==> src/rtl/pal_pkg.sv <==
// Shared types for the palindrome window statistics block.
//   pal_win_state_e : window FSM states
//   pal_win_res_t   : one completed-window result as stored in the output buffer
// Optional: PAL_WIN_TIMESTAMP_EN adds a per-result completed-window index.
package pal_pkg;

  // Result fields are sized for the largest supported window (WINDOW_LEN <= 255);
  // the top zero-extends into them and narrows on the way out.
  localparam int PAL_CNT_W = 8;
  localparam int WIN_IDX_W = 8;

  typedef enum logic {
    IDLE  = 1'b0,
    COUNT = 1'b1
  } pal_win_state_e;

  typedef struct packed {
    logic [PAL_CNT_W-1:0] cnt;
    logic [PAL_CNT_W-1:0] run_max;
`ifdef PAL_WIN_TIMESTAMP_EN
    logic [WIN_IDX_W-1:0] win_idx;
`endif
  } pal_win_res_t;

endpackage

==> src/rtl/pal_res_fifo2.sv <==
// Two-entry result buffer with sticky overflow.
//   clk, reset   : clock, async active-high reset
//   i_push/i_data: offered result; dropped when full and not popping
//   i_pop        : head consumed (ignored when empty)
//   i_clr_ovf    : clears sticky overflow (a coincident drop wins)
//   o_data       : head entry; holds last value when empty
//   o_full/o_empty, o_ovf
// Entry 0 is always the head, so popping the last entry leaves its data
// visible on o_data.
module pal_res_fifo2
  import pal_pkg::*;
(
  input  logic         clk,
  input  logic         reset,
  input  logic         i_push,
  input  pal_win_res_t i_data,
  input  logic         i_pop,
  input  logic         i_clr_ovf,
  output pal_win_res_t o_data,
  output logic         o_full,
  output logic         o_empty,
  output logic         o_ovf
);

  pal_win_res_t r_mem [2];
  logic [1:0]   r_count;
  logic         r_ovf;

  logic       w_pop;
  logic       w_drop;
  logic       w_push_ok;
  logic [1:0] w_cnt_after_pop;

  assign o_empty         = (r_count == 2'd0);
  assign o_full          = (r_count == 2'd2);
  assign w_pop           = i_pop && !o_empty;
  // A pop in the same cycle frees the slot the push needs.
  assign w_drop          = i_push && o_full && !w_pop;
  assign w_push_ok       = i_push && !w_drop;
  assign w_cnt_after_pop = r_count - {1'b0, w_pop};

  always_ff @(posedge clk or posedge reset) begin
    if (reset) begin
      r_mem[0] <= '0;
      r_mem[1] <= '0;
      r_count  <= 2'd0;
      r_ovf    <= 1'b0;
    end else begin
      if (w_pop && o_full) r_mem[0] <= r_mem[1];
      // Push lands in the first slot free after this cycle's pop.
      if (w_push_ok) r_mem[w_cnt_after_pop[0]] <= i_data;
      r_count <= w_cnt_after_pop + {1'b0, w_push_ok};
      if (w_drop)         r_ovf <= 1'b1;
      else if (i_clr_ovf) r_ovf <= 1'b0;
    end
  end

  assign o_data = r_mem[0];
  assign o_ovf  = r_ovf;

endmodule

==> src/rtl/pal_window_stats.sv <==
// Per-window statistics over the serial palindrome detection stream.
//   clk, reset : clock, async active-high reset
//   en_i       : accumulate while high; dropping it mid-window aborts the window
//   det_i      : detection bit, one per cycle
//   clr_ovf_i  : clears ovf_o
//   vld_o/rdy_i: result handshake; cnt_o/run_max_o valid when vld_o
//   ovf_o      : sticky, a completed window was dropped on a full buffer
//   win_idx_o  : (PAL_WIN_TIMESTAMP_EN only) completed-window index of the result
// WINDOW_LEN must be in 2..255.
module pal_window_stats
  import pal_pkg::*;
#(
  parameter  int WINDOW_LEN = 16,
  localparam int CNT_W      = $clog2(WINDOW_LEN + 1)
) (
  input  logic             clk,
  input  logic             reset,
  input  logic             en_i,
  input  logic             det_i,
  input  logic             clr_ovf_i,
  output logic             vld_o,
  input  logic             rdy_i,
  output logic [CNT_W-1:0] cnt_o,
  output logic [CNT_W-1:0] run_max_o,
`ifdef PAL_WIN_TIMESTAMP_EN
  output logic [WIN_IDX_W-1:0] win_idx_o,
`endif
  output logic             ovf_o
);

  pal_win_state_e r_state, w_state_nxt;

  logic [CNT_W-1:0] r_bit_idx, r_cnt, r_run, r_run_max;
  logic [CNT_W-1:0] w_cnt_nxt, w_run_nxt, w_run_max_nxt;
  logic             w_last;
  pal_win_res_t     w_push_res, w_head;
  logic             w_full, w_empty;
  logic             w_unused;

  // The FSM only tracks whether a window is open; accumulation is gated by
  // en_i directly so the first cycle en_i is seen high is already slot 0.
  always_ff @(posedge clk or posedge reset) begin
    if (reset) r_state <= IDLE;
    else       r_state <= w_state_nxt;
  end

  always_comb begin
    w_state_nxt = r_state;
    case (r_state)
      IDLE:    if (en_i)  w_state_nxt = COUNT;
      COUNT:   if (!en_i) w_state_nxt = IDLE;
      default: w_state_nxt = IDLE;
    endcase
  end

  assign w_cnt_nxt     = r_cnt + CNT_W'(det_i);
  assign w_run_nxt     = det_i ? r_run + 1'b1 : '0;
  assign w_run_max_nxt = (w_run_nxt > r_run_max) ? w_run_nxt : r_run_max;
  assign w_last        = en_i && (r_bit_idx == CNT_W'(WINDOW_LEN - 1));

  always_ff @(posedge clk or posedge reset) begin
    if (reset) begin
      r_bit_idx <= '0;
      r_cnt     <= '0;
      r_run     <= '0;
      r_run_max <= '0;
    end else if (!en_i || w_last) begin
      // Abort or completion: next window (if any) starts from scratch.
      r_bit_idx <= '0;
      r_cnt     <= '0;
      r_run     <= '0;
      r_run_max <= '0;
    end else begin
      r_bit_idx <= r_bit_idx + 1'b1;
      r_cnt     <= w_cnt_nxt;
      r_run     <= w_run_nxt;
      r_run_max <= w_run_max_nxt;
    end
  end

`ifdef PAL_WIN_TIMESTAMP_EN
  // Counts every completed window, dropped ones included.
  logic [WIN_IDX_W-1:0] r_win_idx;
  always_ff @(posedge clk or posedge reset) begin
    if (reset)       r_win_idx <= '0;
    else if (w_last) r_win_idx <= r_win_idx + 1'b1;
  end
`endif

  always_comb begin
    w_push_res         = '0;
    w_push_res.cnt     = PAL_CNT_W'(w_cnt_nxt);
    w_push_res.run_max = PAL_CNT_W'(w_run_max_nxt);
`ifdef PAL_WIN_TIMESTAMP_EN
    w_push_res.win_idx = r_win_idx;
`endif
  end

  pal_res_fifo2 u_fifo (
    .clk       (clk),
    .reset     (reset),
    .i_push    (w_last),
    .i_data    (w_push_res),
    .i_pop     (rdy_i),
    .i_clr_ovf (clr_ovf_i),
    .o_data    (w_head),
    .o_full    (w_full),
    .o_empty   (w_empty),
    .o_ovf     (ovf_o)
  );

  assign vld_o     = !w_empty;
  assign cnt_o     = w_head.cnt[CNT_W-1:0];
  assign run_max_o = w_head.run_max[CNT_W-1:0];
`ifdef PAL_WIN_TIMESTAMP_EN
  assign win_idx_o = w_head.win_idx;
`endif

  // Upper result bits above CNT_W and the full flag are not needed here.
  assign w_unused = ^{w_head, w_full};

endmodule

==> config.mk <==
export PLATFORM = sky130hd
export DESIGN_NAME = pal_window_stats
export DESIGN_NICKNAME = d
export VERILOG_FILES = /design/src/rtl/pal_pkg.sv /design/src/rtl/pal_res_fifo2.sv /design/src/rtl/pal_window_stats.sv
export SDC_FILE = /design/constraint.sdc
export NUM_CORES = 1
export LEC_CHECK = 0
export ABC_AREA = 1
export CORE_ASPECT_RATIO = 1.4
export CORE_MARGIN = 3
export CORE_UTILIZATION = 57
export DETAILED_ROUTE_END_ITERATION = 12
export PLACE_DENSITY_LB_ADDON = 0.08
export SLEW_MARGIN = 20
export SYNTH_ARGS = -nofsm -noshare
export SYNTH_HDL_FRONTEND = slang
export SYNTH_SLANG_ARGS = --single-unit
==> constraint.sdc <==
create_clock -name clk -period 2.3 [get_ports clk]
set_input_delay 0.46 -clock clk [delete_from_list [all_inputs] [get_ports clk]]
set_output_delay 0.46 -clock clk [all_outputs]
set_load 0.005 [all_outputs]
### Word level (Yosys, flattened, before mapping)

Index checks and enable logic that the tools add are counted.

| word-level totals | value |
|---|---|
| bits in registers | 55 |
| input bits | 6 |

| operators by class | value |
|---|---|
| add/sub/neg operators | 5 |
| order comparisons | 3 |
| equality and inequality tests | 2 |
| multiplexer cells | 13 |
| bitwise operators | 1 |
| reductions and logical operators | 14 |

Operator list:

| operator | count |
|---|---|
| bitwise mux 32 bit | 1 |
| 2-to-1 mux 16 bit | 2 |
| 2-to-1 mux 32 bit | 1 |
| 2-to-1 mux 5 bit | 6 |
| demux 16 bit (select 1 bit) | 1 |
| adder 5 x 1 -> 5 bit, second input constant | 2 |
| logical AND 1 bit | 7 |
| adder 5 x 1 -> 5 bit | 1 |
| equality test 5 x 4 -> 1 bit, second input constant | 1 |
| > comparator 5 bit | 1 |
| zero test 1 bit | 4 |
| adder 2 x 1 -> 2 bit | 1 |
| equality test 2 bit, second input constant | 1 |
| >= comparator 2 bit, second input constant | 1 |
| zero test 2 bit | 1 |
| < comparator 2 x 1 -> 1 bit, second input constant | 1 |
| 2-to-1 mux 1 bit | 2 |
| inverter 1 -> 2 bit | 1 |
| nonzero test 2 bit | 1 |
| subtractor 2 x 1 -> 2 bit | 1 |
| logical OR 1 bit | 1 |

### Longest topological paths before layout

| depth | value |
|---|---|
| depth in word-level cells | 11 |
| mapped depth | 16 |
| mapped depth without buffers | 16 |

### Hierarchy

Synthesis repeated with hierarchy kept, for this count alone.

| unflattened totals | value |
|---|---|
| cells, all modules | 377 |
| area total of the unflattened synthesis | 3093.0 um^2 |

By module, submodules not included:

| module | instances | cells each | area each (um^2) | seq. area each (um^2) |
|---|---|---|---|---|
| pal_res_fifo2 | 1 | 241 | 1990.7 | 875.8 |
| pal_window_stats | 1 | 136 | 1102.3 | 500.5 |

### Worst setup path before layout

No wires, ideal clock.

| timing | value |
|---|---|
| kind | register to register |
| start point | register r_run[0] |
| end point | register u_fifo.r_mem (netlist bit u_fifo.o_data[3]) |
| arrival time | 1.881 ns |
| data required time | 2.176 ns |
| slack | 0.295 ns |
| stages on the path, launching flop included | 14 |
| path buffers | 0 |
| clock period less this slack | 2.005 ns |
| path through | dfrtp_1 > ha_1 > nand2_1 > inv_1 > nor3_1 > ha_1 > nand2_1 > nand2_1 > nand2_1 > nand3_2 > nand2_2 > nand2_1 > nand2_1 > a21oi_1 |

| on the way | value |
|---|---|
| longest elaborated chain between the ends | 6 |

RTL lines:

| item | RTL line | RTL |
|---|---|---|
| start: declaration | pal_window_stats.sv:33 | `logic [CNT_W-1:0] r_bit_idx, r_cnt, r_run, r_run_max;` |
| start signal: assignment | pal_window_stats.sv:76 | `r_run <= w_run_nxt;` |
| adder 5 x 1 -> 5 bit * | pal_window_stats.sv:57 | `assign w_run_nxt = det_i ? r_run + 1'b1 : '0;` |
| 2-to-1 mux 5 bit * | pal_window_stats.sv:57 |  |
| > comparator 5 bit | pal_window_stats.sv:58 | `assign w_run_max_nxt = (w_run_nxt > r_run_max) ? w_run_nxt : r_run_max;` |
| 2-to-1 mux 5 bit * | pal_window_stats.sv:58 |  |
| bitwise mux 32 bit * | pal_res_fifo2.sv:51 | `if (w_push_ok) r_mem[w_cnt_after_pop[0]] <= i_data;` |
| 2-to-1 mux 32 bit * | pal_res_fifo2.sv:51 |  |
| end signal: indexed assignment | pal_res_fifo2.sv:51 |  |
| end: declaration | pal_res_fifo2.sv:25 | `pal_win_res_t r_mem [2];` |

Mark *: on every way between the ends. The rest lies on a longest branch, timed or not.
A chain may end at the register's enable or synchronous reset.

### Worst setup path after layout

| timing | value |
|---|---|
| start point | register r_run[0] |
| end point | register u_fifo.r_mem (netlist bit u_fifo.o_data[2]) |

Same word-level chain as after synthesis.

==> results.yml <==
run_status:
  status: "complete, no violations"
timing:
  setup-violations-final: 0
  hold_viol_final: 0
  fin_crit_ns: 2.139
  max-slew-margin-rel_pct: 64.44
  holdWs_ns: 0.4824
  worst_pin_slew_ns: 0.5334
  max_freq_mhz: 467.5
  fin_crit_sh_pct: 93.01
  slew_violations: 0
  layout_setup_ws_ns: 0.1608
  fin_skew_ns: 0.008403
setup_path:
  slowest_stage: "dfrtp_1"
  crit_top_cell: "nand2_1"
  r2r-start: "r_run[0]"
  path_max_fanout: 8
  crit_required_ns: 2.50
  cp-startpoint: "r_run[0]"
  end_kind: "register"
  slowest_delay_ns: 0.39
  critPathArrivalTime_ns: 2.34
  crit_chain: "ha_2 > nand2_1 > inv_2 > nand3_2 > nand3_2 > inv_1 > ha_4 > nand2_1 > nor2_2 > nand2_2 > nand3_4 > nand2_4 > nand2_1 > nand3_2 > nand2_1 > inv_1"
  startpoint_type: "register"
  crit_type: "reg2reg"
die:
  die_h_um: 79.88
  num_rows: 26
  die_x_um: 58.77
  fp.coreArea_um2: 3709
  fp.dieArea_um2: 4694
  initial_core_util_pct: 59.92
  ios: 18
drt:
  wl_per_cell_um: 13.42
  wirelength_um: 4428
  dr.pass1.iters: 4
  drc: 0
  viasPerCell: 5.236
  antenna_left: 0
  drtIter0Drc: 71
  num_vias: 1728
logic_synthesis:
  synth_area_um2: 2222
  syn-num-nets: 280
  yosys_warnings: 0
  synth-edff-count: 0
  synthArstFlopShare_pct: 100.0
  ys_seq_area_share_pct: 48.42
  synth_cell_types: 28
  ys_ff_latch: 43
  syn_avg_cell_area_um2: 8.481
  syn_inst: 262
  synthFlopType: "dfrtp_1"
finish:
  drive_gt1_share_pct: 16.67
  area.growth.synth_to_final_pct: 19.54
  fin_util_pct: 71.63
  n_antenna_cell: 0
  final_area_um2: 2656
  finalNetCount: 305
  fillCellCount: 293
placed_design:
  io_buffers: 17
  dp_hpwl_um: 2942
  routabilityCongestion: 0.8567
  post-place-ws_ns: -0.2589
  dpl_cell_area_um2: 2432
cts:
  root_buffer: "clkbuf_8"
  cts_made_buffers: 5
  clk_path_buf_depth: 2
  cts_num_sinks: 43
  insertion_delay_ns: 0.29
  tritoncts: "yes"
  cts_hold_buf: 0
  htreeDepth: 2
  path_clk_slew_ns: 0.08
min_path:
  min_from: "r_bit_idx[0]"
  worst_hold_path_type: "reg2reg"
global_routing:
  grt_start_max_net_pins: 44
  grt_pass1_vias: 1719
  grt_overflow: 0
  grt_usage_pct: 21.33
  antenna_found_initial: 0
  grt_pass1_wl_um: 7583
power:
  power_density_nw_per_um2: 938.6
  max-vdd-ir-drop_v: 0.0007455
  p_leak_nw: 1.372
run:
  maxCapViolations: 0
## worst max-delay path, delay by kind of cell, from the launching register on
| kind | cells | cell delay [ns] |
|---|---|---|
| adder cells (fa/ha/maj) | 2 | 0.50 |
| AND/OR/NAND/NOR | 11 | 0.97 |
| flip-flops | 1 | 0.39 |
| buffers and inverters | 3 | 0.19 |
## logic make-up after synthesis
kind of cell	Yosys count	synth area share, %
AOI/OAI and AO/OA	29	6.982
buffers and inverters	60	12.33
xor gates and xnor gates	6	2.365
adders and majority gates	12	6.757
DFF	43	48.42
and+or+nand+nor	112	23.14
## power breakdown
part           internal (mW)  total [mW]  switching (mW)
Sequential             0.860       0.928          0.0676
Combinational          0.421       0.957           0.535
Clock                  0.351       0.608           0.257
Total                   1.63        2.49           0.860
## metal layers
metal / global-route usage (%) / up-vias / part of all wire [%]
met5: 0 / - / 0
li1: - / 866 / -
met3: 5.502 / 9 / 3.3
met2: 35.51 / 32 / 53
met1: 26.32 / 821 / 41
met4: 7.483 / 0 / 2.3
## cell type report
type,count,area [um2],area share (%)
Clock buffer,6,82.58,3.109
Clock inverter,2,35.03,1.319
Inverter,45,171.4,6.453
Multi-Input combinational cell,160,953.4,35.89
Sequential cell,43,1076,40.51
Tap cell,42,52.55,1.978
Timing Repair Buffer,32,285.3,10.74
## final timing paths
| path | to | cells past startpoint | slack (ns) |
|---|---|---|---|
| setup / recovery | u_fifo.o_data[2] | 16 | 0.16 |
| min in group asynchronous | r_bit_idx[3] | 3 | 0.59 |
| hold reg to reg | r_bit_idx[0] | 1 | 0.48 |
| setup reg to reg | u_fifo.o_data[2] | 16 | 0.16 |
| hold / removal | r_bit_idx[0] | 1 | 0.48 |
| max in group asynchronous | asynchronous set/reset pin | 3 | 1.34 |
## cells in the final DEF (no fill, tap or decap), drive strengths merged
cell and instances:
nand3 28, clkbuf 6, xor2 3, ha 12, nand4 1, clkinv 2, inv 44, nand2 56
o211ai 3, o21ai 17, a21oi 7, o22ai 1, buf 15, bufinv 1, dfrtp 43, a31oi 1
xnor2 3, nor2 26, nor3b 1, clkdlybuf4s50 16, nor3 1, dlymetal6s2s 1
## timing repair
| action | 4_1_cts | 5_1_grt |
|---|---|---|
| setup endpoints to repair | 0 | 15 |
| setup buffers | 0 | 3 |
| resized for setup | 0 | 17 |
## synthesized netlist by cell type (2+ instances only)
cell,instances,area share [%]
o21ai_0,11,2.5
inv_1,41,6.9
clkbuf_1,3,0.51
xnor2_1,3,1.2
ha_1,12,6.8
o21ai_1,6,1.4
a21oi_1,7,1.6
buf_4,10,3.4
nand2_1,52,8.8
nand2_2,3,0.84
o211ai_1,3,1.0
inv_2,2,0.34
xor2_1,3,1.2
dfrtp_1,43,48
nor2_8,2,1.8
nand3_1,26,5.9
nor2_1,24,4.1
## metrics by stage
| step | TNS, ns | instances | power (mW) |
|---|---|---|---|
| 3_3_place_gp | -1.951 | 318 | 1.745 |
| 3_5_place_dp | -3.177 | 318 | 1.764 |
| 4_1_cts | 0 | 326 | 2.383 |
| 2_1_floorplan | 0 | 262 | 1.547 |
| 5_1_grt | -0.008364 | 330 | 2.684 |
| 6_report | 0 | 330 | 2.493 |
Note: power is estimated with default switching activity, not from simulation.
